`config.mk`:
```
export PLATFORM = sky130hd
export DESIGN_NAME = address_sequencer
export DESIGN_NICKNAME = d
export VERILOG_FILES = /design/src/rtl/address_sequencer.sv
export SDC_FILE = /design/constraint.sdc
export NUM_CORES = 1
export LEC_CHECK = 0
export CAP_MARGIN = 20
export CORE_ASPECT_RATIO = 1.4
export CORE_MARGIN = 1.5
export CORE_UTILIZATION = 25
export DETAILED_ROUTE_END_ITERATION = 12
export HOLD_SLACK_MARGIN = 0.12
export PLACE_DENSITY = 0.41
export SYNTH_ARGS = -nofsm -noshare
export SYNTH_HDL_FRONTEND = slang
export SYNTH_SLANG_ARGS = --single-unit
```
`constraint.sdc`:
```
create_clock -name clock -period 5.78 [get_ports clock]
set_clock_uncertainty 0.05 [all_clocks]
set_input_delay 1.156 -clock clock [delete_from_list [all_inputs] [get_ports clock]]
set_output_delay 1.156 -clock clock [all_outputs]
set_load 0.02 [all_outputs]
```
`src/rtl/address_sequencer.sv`:
```
// Walks an (i, j) element range for one encoded column and streams one
// (bank, address) beat per data byte to the BRAM read ports.
module address_sequencer #(
    parameter int BRAM_NUMBER_SIZE  = 3,
    parameter int BRAM_ADDRESS_SIZE = 8,
    parameter int I_SIZE            = 1,
    parameter int J_SIZE            = 3,
    parameter int X_SIZE            = 3,
    parameter int DTYPE_BYTES_SIZE  = 1
) (
    input  logic                         clock,
    input  logic                         reset,
    input  logic                         start,
    input  logic                         single,
    input  logic [I_SIZE-1:0]            i_first,
    input  logic [J_SIZE-1:0]            j_first,
    input  logic [I_SIZE-1:0]            i_last,
    input  logic [J_SIZE-1:0]            j_last,
    input  logic [X_SIZE-1:0]            x_enc,
    input  logic [BRAM_ADDRESS_SIZE-1:0] base_address,
    input  logic                         out_ready,
    output logic                         out_valid,
    output logic [BRAM_NUMBER_SIZE-1:0]  bram_number,
    output logic [BRAM_ADDRESS_SIZE-1:0] bram_address,
    output logic                         out_last,
    output logic                         busy,
    output logic                         done,
    output logic [1:0]                   state_dbg
);

    // Handshake: a beat moves on a rising edge where out_valid && out_ready;
    // once raised, out_valid and the beat fields hold until that edge.

    localparam int IDX_W = I_SIZE + J_SIZE;
    localparam int SHIFT = IDX_W - BRAM_NUMBER_SIZE + DTYPE_BYTES_SIZE;
    localparam logic [DTYPE_BYTES_SIZE-1:0] B_MAX = '1;

    typedef enum logic [1:0] {
        IDLE = 2'd0,
        RUN  = 2'd1,
        DONE = 2'd2
    } state_t;

    state_t state, state_next;

    logic                         one_elem_r;
    logic [J_SIZE-1:0]            j_first_r;
    logic [I_SIZE-1:0]            i_last_r;
    logic [J_SIZE-1:0]            j_last_r;
    logic [X_SIZE-1:0]            x_r;
    logic [BRAM_ADDRESS_SIZE-1:0] base_r;

    logic [I_SIZE-1:0]           i_cnt, i_nxt;
    logic [J_SIZE-1:0]           j_cnt, j_nxt;
    logic [DTYPE_BYTES_SIZE-1:0] b_cnt, b_nxt;

    logic                         xfer;
    logic [IDX_W-1:0]             idx_nxt;
    logic [BRAM_ADDRESS_SIZE-1:0] addr_nxt;
    logic                         beat_last;

    assign state_dbg = state;

    always_ff @(posedge clock) begin
        if (reset) state <= IDLE;
        else       state <= state_next;
    end

    // Counters point at the beat being presented and step only on a transfer.
    always_comb begin
        state_next = state;
        i_nxt      = i_cnt;
        j_nxt      = j_cnt;
        b_nxt      = b_cnt;
        xfer       = out_valid && out_ready;
        case (state)
            IDLE: if (start) state_next = RUN;
            RUN: begin
                if (xfer) begin
                    if (out_last) begin
                        state_next = DONE;
                    end else if (b_cnt != B_MAX) begin
                        b_nxt = b_cnt + DTYPE_BYTES_SIZE'(1);
                    end else begin
                        b_nxt = '0;
                        if (j_cnt != j_last_r) begin
                            j_nxt = j_cnt + J_SIZE'(1);
                        end else begin
                            j_nxt = j_first_r;
                            i_nxt = i_cnt + I_SIZE'(1);
                        end
                    end
                end
            end
            DONE:    state_next = IDLE;
            default: state_next = IDLE;
        endcase

        // Truncation to the address width gives the required silent wrap.
        idx_nxt   = {i_nxt, j_nxt};
        addr_nxt  = base_r
                  + (BRAM_ADDRESS_SIZE'(x_r) << SHIFT)
                  + (BRAM_ADDRESS_SIZE'(idx_nxt >> BRAM_NUMBER_SIZE) << DTYPE_BYTES_SIZE)
                  + BRAM_ADDRESS_SIZE'(b_nxt);
        beat_last = (one_elem_r || (i_nxt == i_last_r && j_nxt == j_last_r))
                    && (b_nxt == B_MAX);
    end

    always_ff @(posedge clock) begin
        if (reset) begin
            one_elem_r   <= 1'b0;
            j_first_r    <= '0;
            i_last_r     <= '0;
            j_last_r     <= '0;
            x_r          <= '0;
            base_r       <= '0;
            i_cnt        <= '0;
            j_cnt        <= '0;
            b_cnt        <= '0;
            out_valid    <= 1'b0;
            out_last     <= 1'b0;
            bram_number  <= '0;
            bram_address <= '0;
            busy         <= 1'b0;
            done         <= 1'b0;
        end else begin
            if (state == IDLE && start) begin
                // An inverted range collapses to the single first element.
                one_elem_r <= single || (i_first > i_last) || (j_first > j_last);
                j_first_r  <= j_first;
                i_last_r   <= i_last;
                j_last_r   <= j_last;
                x_r        <= x_enc;
                base_r     <= base_address;
                i_cnt      <= i_first;
                j_cnt      <= j_first;
                b_cnt      <= '0;
            end else begin
                i_cnt <= i_nxt;
                j_cnt <= j_nxt;
                b_cnt <= b_nxt;
            end

            busy      <= (state_next == RUN);
            done      <= (state_next == DONE);
            out_valid <= (state == RUN) && (state_next == RUN);
            if (state == RUN && state_next == RUN) begin
                bram_number  <= idx_nxt[BRAM_NUMBER_SIZE-1:0];
                bram_address <= addr_nxt;
                out_last     <= beat_last;
            end else begin
                out_last <= 1'b0;
            end
        end
    end

endmodule

```
==> impl_metrics.env <==
export IMPL_rows=38
export IMPL_status="finished, final reports clean"
export IMPL_area_delta_synth_final_pct=28.41
export IMPL_grt_pass1_wl_mm=8.259
export IMPL_hold_viol_final=0
export IMPL_finalWirelength_mm=5.048
export IMPL_layout_drive_gt1_share=0.06618
export IMPL_synthCells=233
export IMPL_die_h_um=108.4
export IMPL_ir_drop_mv=0.07892
export IMPL_num_io_pins=41
export IMPL_ys_async_sr_fraction=0
export IMPL_fillers=854
export IMPL_cts_hold_fix_buffers=0
export IMPL_clkSlewWorstSetupHoldPaths_ns=0.07
export IMPL_antenna_cells=0
export IMPL_critical_path_required_ns=5.89
export IMPL_drt_antenna_violating_nets=0
export IMPL_antenna_found_initial=0
export IMPL_ys_seq_elements=41
export IMPL_drtIter0Drc=42
export IMPL_synth_top_cells_by_count="nand2_1 (50), dfxtp_1 (41), a21oi_1 (31)"
export IMPL_netlist_top_cells_area="dfxtp_1 (41%), nand2_1 (9.5%), a21oi_1 (7.8%)"
export IMPL_power_density_nw_per_um2=240.8
export IMPL_clock_fmax_mhz=277.4
export IMPL_io_buffers=40
export IMPL_path_class="input pin to flip-flop"
export IMPL_synth_cell_type_count=46
export IMPL_fp_dieW_um=78.25
export IMPL_endpoint_kind="flip-flop"
export IMPL_htree_levels=2
export IMPL_initial_core_util=0.2573
export IMPL_final_area_um2=2545
export IMPL_cts_buffers=5
export IMPL_syn_num_nets=267
export IMPL_p_leak_nw=0.9816
export IMPL_cts_tree="yes"
export IMPL_wl_met3_um=144
export IMPL_syn_area_um2=1982
export IMPL_critical_path_arrival_ns=3.72
export IMPL_cp_max_fo=4
export IMPL_r2r_slack_ns=3.01
export IMPL_setup_tns_final_ns=0
export IMPL_vias=1703
export IMPL_placed_area_um2=2462
export IMPL_design_core_area_um2=7702
export IMPL_grt_start_max_net_pins=27
export IMPL_clockRootBuffer="clkbuf_8"
export IMPL_grt_usage=0.1272
export IMPL_grt_pass1_vias=1695
export IMPL_synth_main_ff_cell="dfxtp_1"
export IMPL_routed_top_layer="met4"
export IMPL_post_cts_resized=0
export IMPL_hpwl_mm=3.719
export IMPL_synth_most_common_cell="nand2_1"
export IMPL_clockBufferDepth=2
export IMPL_setup_viol=0
export IMPL_finalCritPeriodShare=0.6237
export IMPL_drt_met1_wl_mm=2.375
export IMPL_clkSinkCount=41
export IMPL_rsz0062_at_grt="false"
export IMPL_syn_area_per_cell_um2=8.506
export IMPL_gp_congestion=0.7161
export IMPL_firstDrtPassIters=4
export IMPL_startpoint_type="input pin"
export IMPL_viasPerCell=4.578
export IMPL_drc_errors=0
export IMPL_slew_headroom=0.4105
export IMPL_clkLatencyLatePin_ns=0.29
export IMPL_wl_met2_mm=2.397
export IMPL_drv_slew=0
export IMPL_dp_slack_ns=1.857
export IMPL_final_nets=305
export IMPL_yosys_area_top_type="dfxtp_1"
export IMPL_regArea_um2=820.8
export IMPL_fin_ws_ns=2.175
export IMPL_maxCapViolCount=0
export IMPL_multi_input_area_um2=1075
export IMPL_die_area_um2=8478
export IMPL_yosysWarnings=0
export IMPL_synth_edf_count=0
export IMPL_grt_overflow=0
export IMPL_hp_class="flip-flop to flip-flop"
export IMPL_wl_per_cell_um=13.57
export IMPL_worst_slew_pin_slew_ns=0.8843
export IMPL_min_period_ns=3.605
export IMPL_post_cts_buffers=0
export IMPL_yosysSeqAreaShare=0.4141
export IMPL_synth_top_area_share=0.4141
-- per-layer routing --
layer,vias up,track usage
li1,882,-
met1,780,0.1480
met2,32,0.2242
met3,9,0.02025
met4,0,0.06378
met5,-,0
-- cells in the final DEF (no fill, tap or decap), types with 2 or more instances in the layout --
master           netlist  final
a211oi_1               3      3
a21oi_1               31     31
a221oi_1               2      2
a31oi_1                2      2
and2_1                 2      2
and3_1                 2      2
clkbuf_8               1      5
clkdlybuf4s50_1        0     40
clkinv_2               0      2
dfxtp_1               41     41
ha_1                   9      9
inv_1                  9      9
mux2_4                 2      2
nand2_1               50     50
nand3_1                6      6
nand3b_1               2      2
nor2_1                 9      9
nor2b_1                4      4
nor3_1                 3      3
nor3b_1                2      2
nor4b_1                2      2
o211ai_1               2      2
o21a_1                 4      4
o21ai_0                7      7
o31ai_1                5      5
xnor2_1                3      3
xor2_1                 4      4
-- where the power goes --
| group | switching, mW | internal (mW) | leakage [nW] | total (mW) |
|---|---|---|---|---|
| clock | 0.0992 | 0.0838 | 0.0450 | 0.183 |
| sequential | 0.0126 | 0.299 | 0.336 | 0.311 |
| combinational | 0.0634 | 0.0552 | 0.601 | 0.119 |
-- worst max-delay path, stage by stage --
cell,delay (ns)
clkdlybuf4s50_1,0.50
and3b_1,0.24
and3_1,0.24
nand2_1,0.09
xor2_1,0.29
inv_1,0.08
ha_1,0.27
a21oi_1,0.18
o21ai_0,0.17
o31ai_1,0.27
xor2_1,0.17
a21oi_1,0.07
-- state kept, by name (all words and copies together), names as in the netlist --
register and flops:
x_r 3, bram_number 3, out_last 1, i_last_r 1, bram_address 8, j_last_r 3, busy 1, j_first_r 3
state_dbg 2, base_r 8, out_valid 1, done 1, one_elem_r 1, j_cnt 3, b_cnt 1, i_cnt 1
-- stage by stage --
step	utilization	hold WS, ns	instances	power (mW)
after CTS	0.3304	0.4113	372	0.6247
after global placement	0.3197	0.3947	364	0.4386
after detailed placement	0.3197	0.4006	364	0.4389
after floorplan	-	0.3859	233	0.3907
final	0.3304	0.4083	372	0.6129
after global routing	0.3304	0.4255	372	0.6466
-- cells by family (layout without fill, tap and decap cells) --
| logic type | Yosys count | in the layout | share of synthesized area |
|---|---|---|---|
| simple gates | 90 | 90 | 0.2191 |
| flops | 41 | 41 | 0.4141 |
| xor+xnor | 8 | 8 | 0.03914 |
| mux | 4 | 4 | 0.02588 |
| fa+ha+maj | 10 | 10 | 0.06692 |
| buf+inv | 19 | 58 | 0.04355 |
| compound gates | 61 | 61 | 0.1913 |
-- worst paths after layout --
kind / start / end / cells after the start
worst max-delay path: out_ready / bram_address[7] / 12
worst min-delay path: bram_address[0] / bram_address[0] / 2
worst max register to register: j_cnt[0] / bram_address[7] / 11
worst min register to register: bram_address[0] / bram_address[0] / 2
-- layout make-up --
cell class,count,share of cell area
multi-input cells,173,0.4223
flip-flops and latches,41,0.3225
repair buffers,41,0.1603
well taps,100,0.04916
clock buffers,6,0.02852
inverters,9,0.01327
clock inverters,2,0.003933
Note: power is estimated with default switching activity, not from simulation.
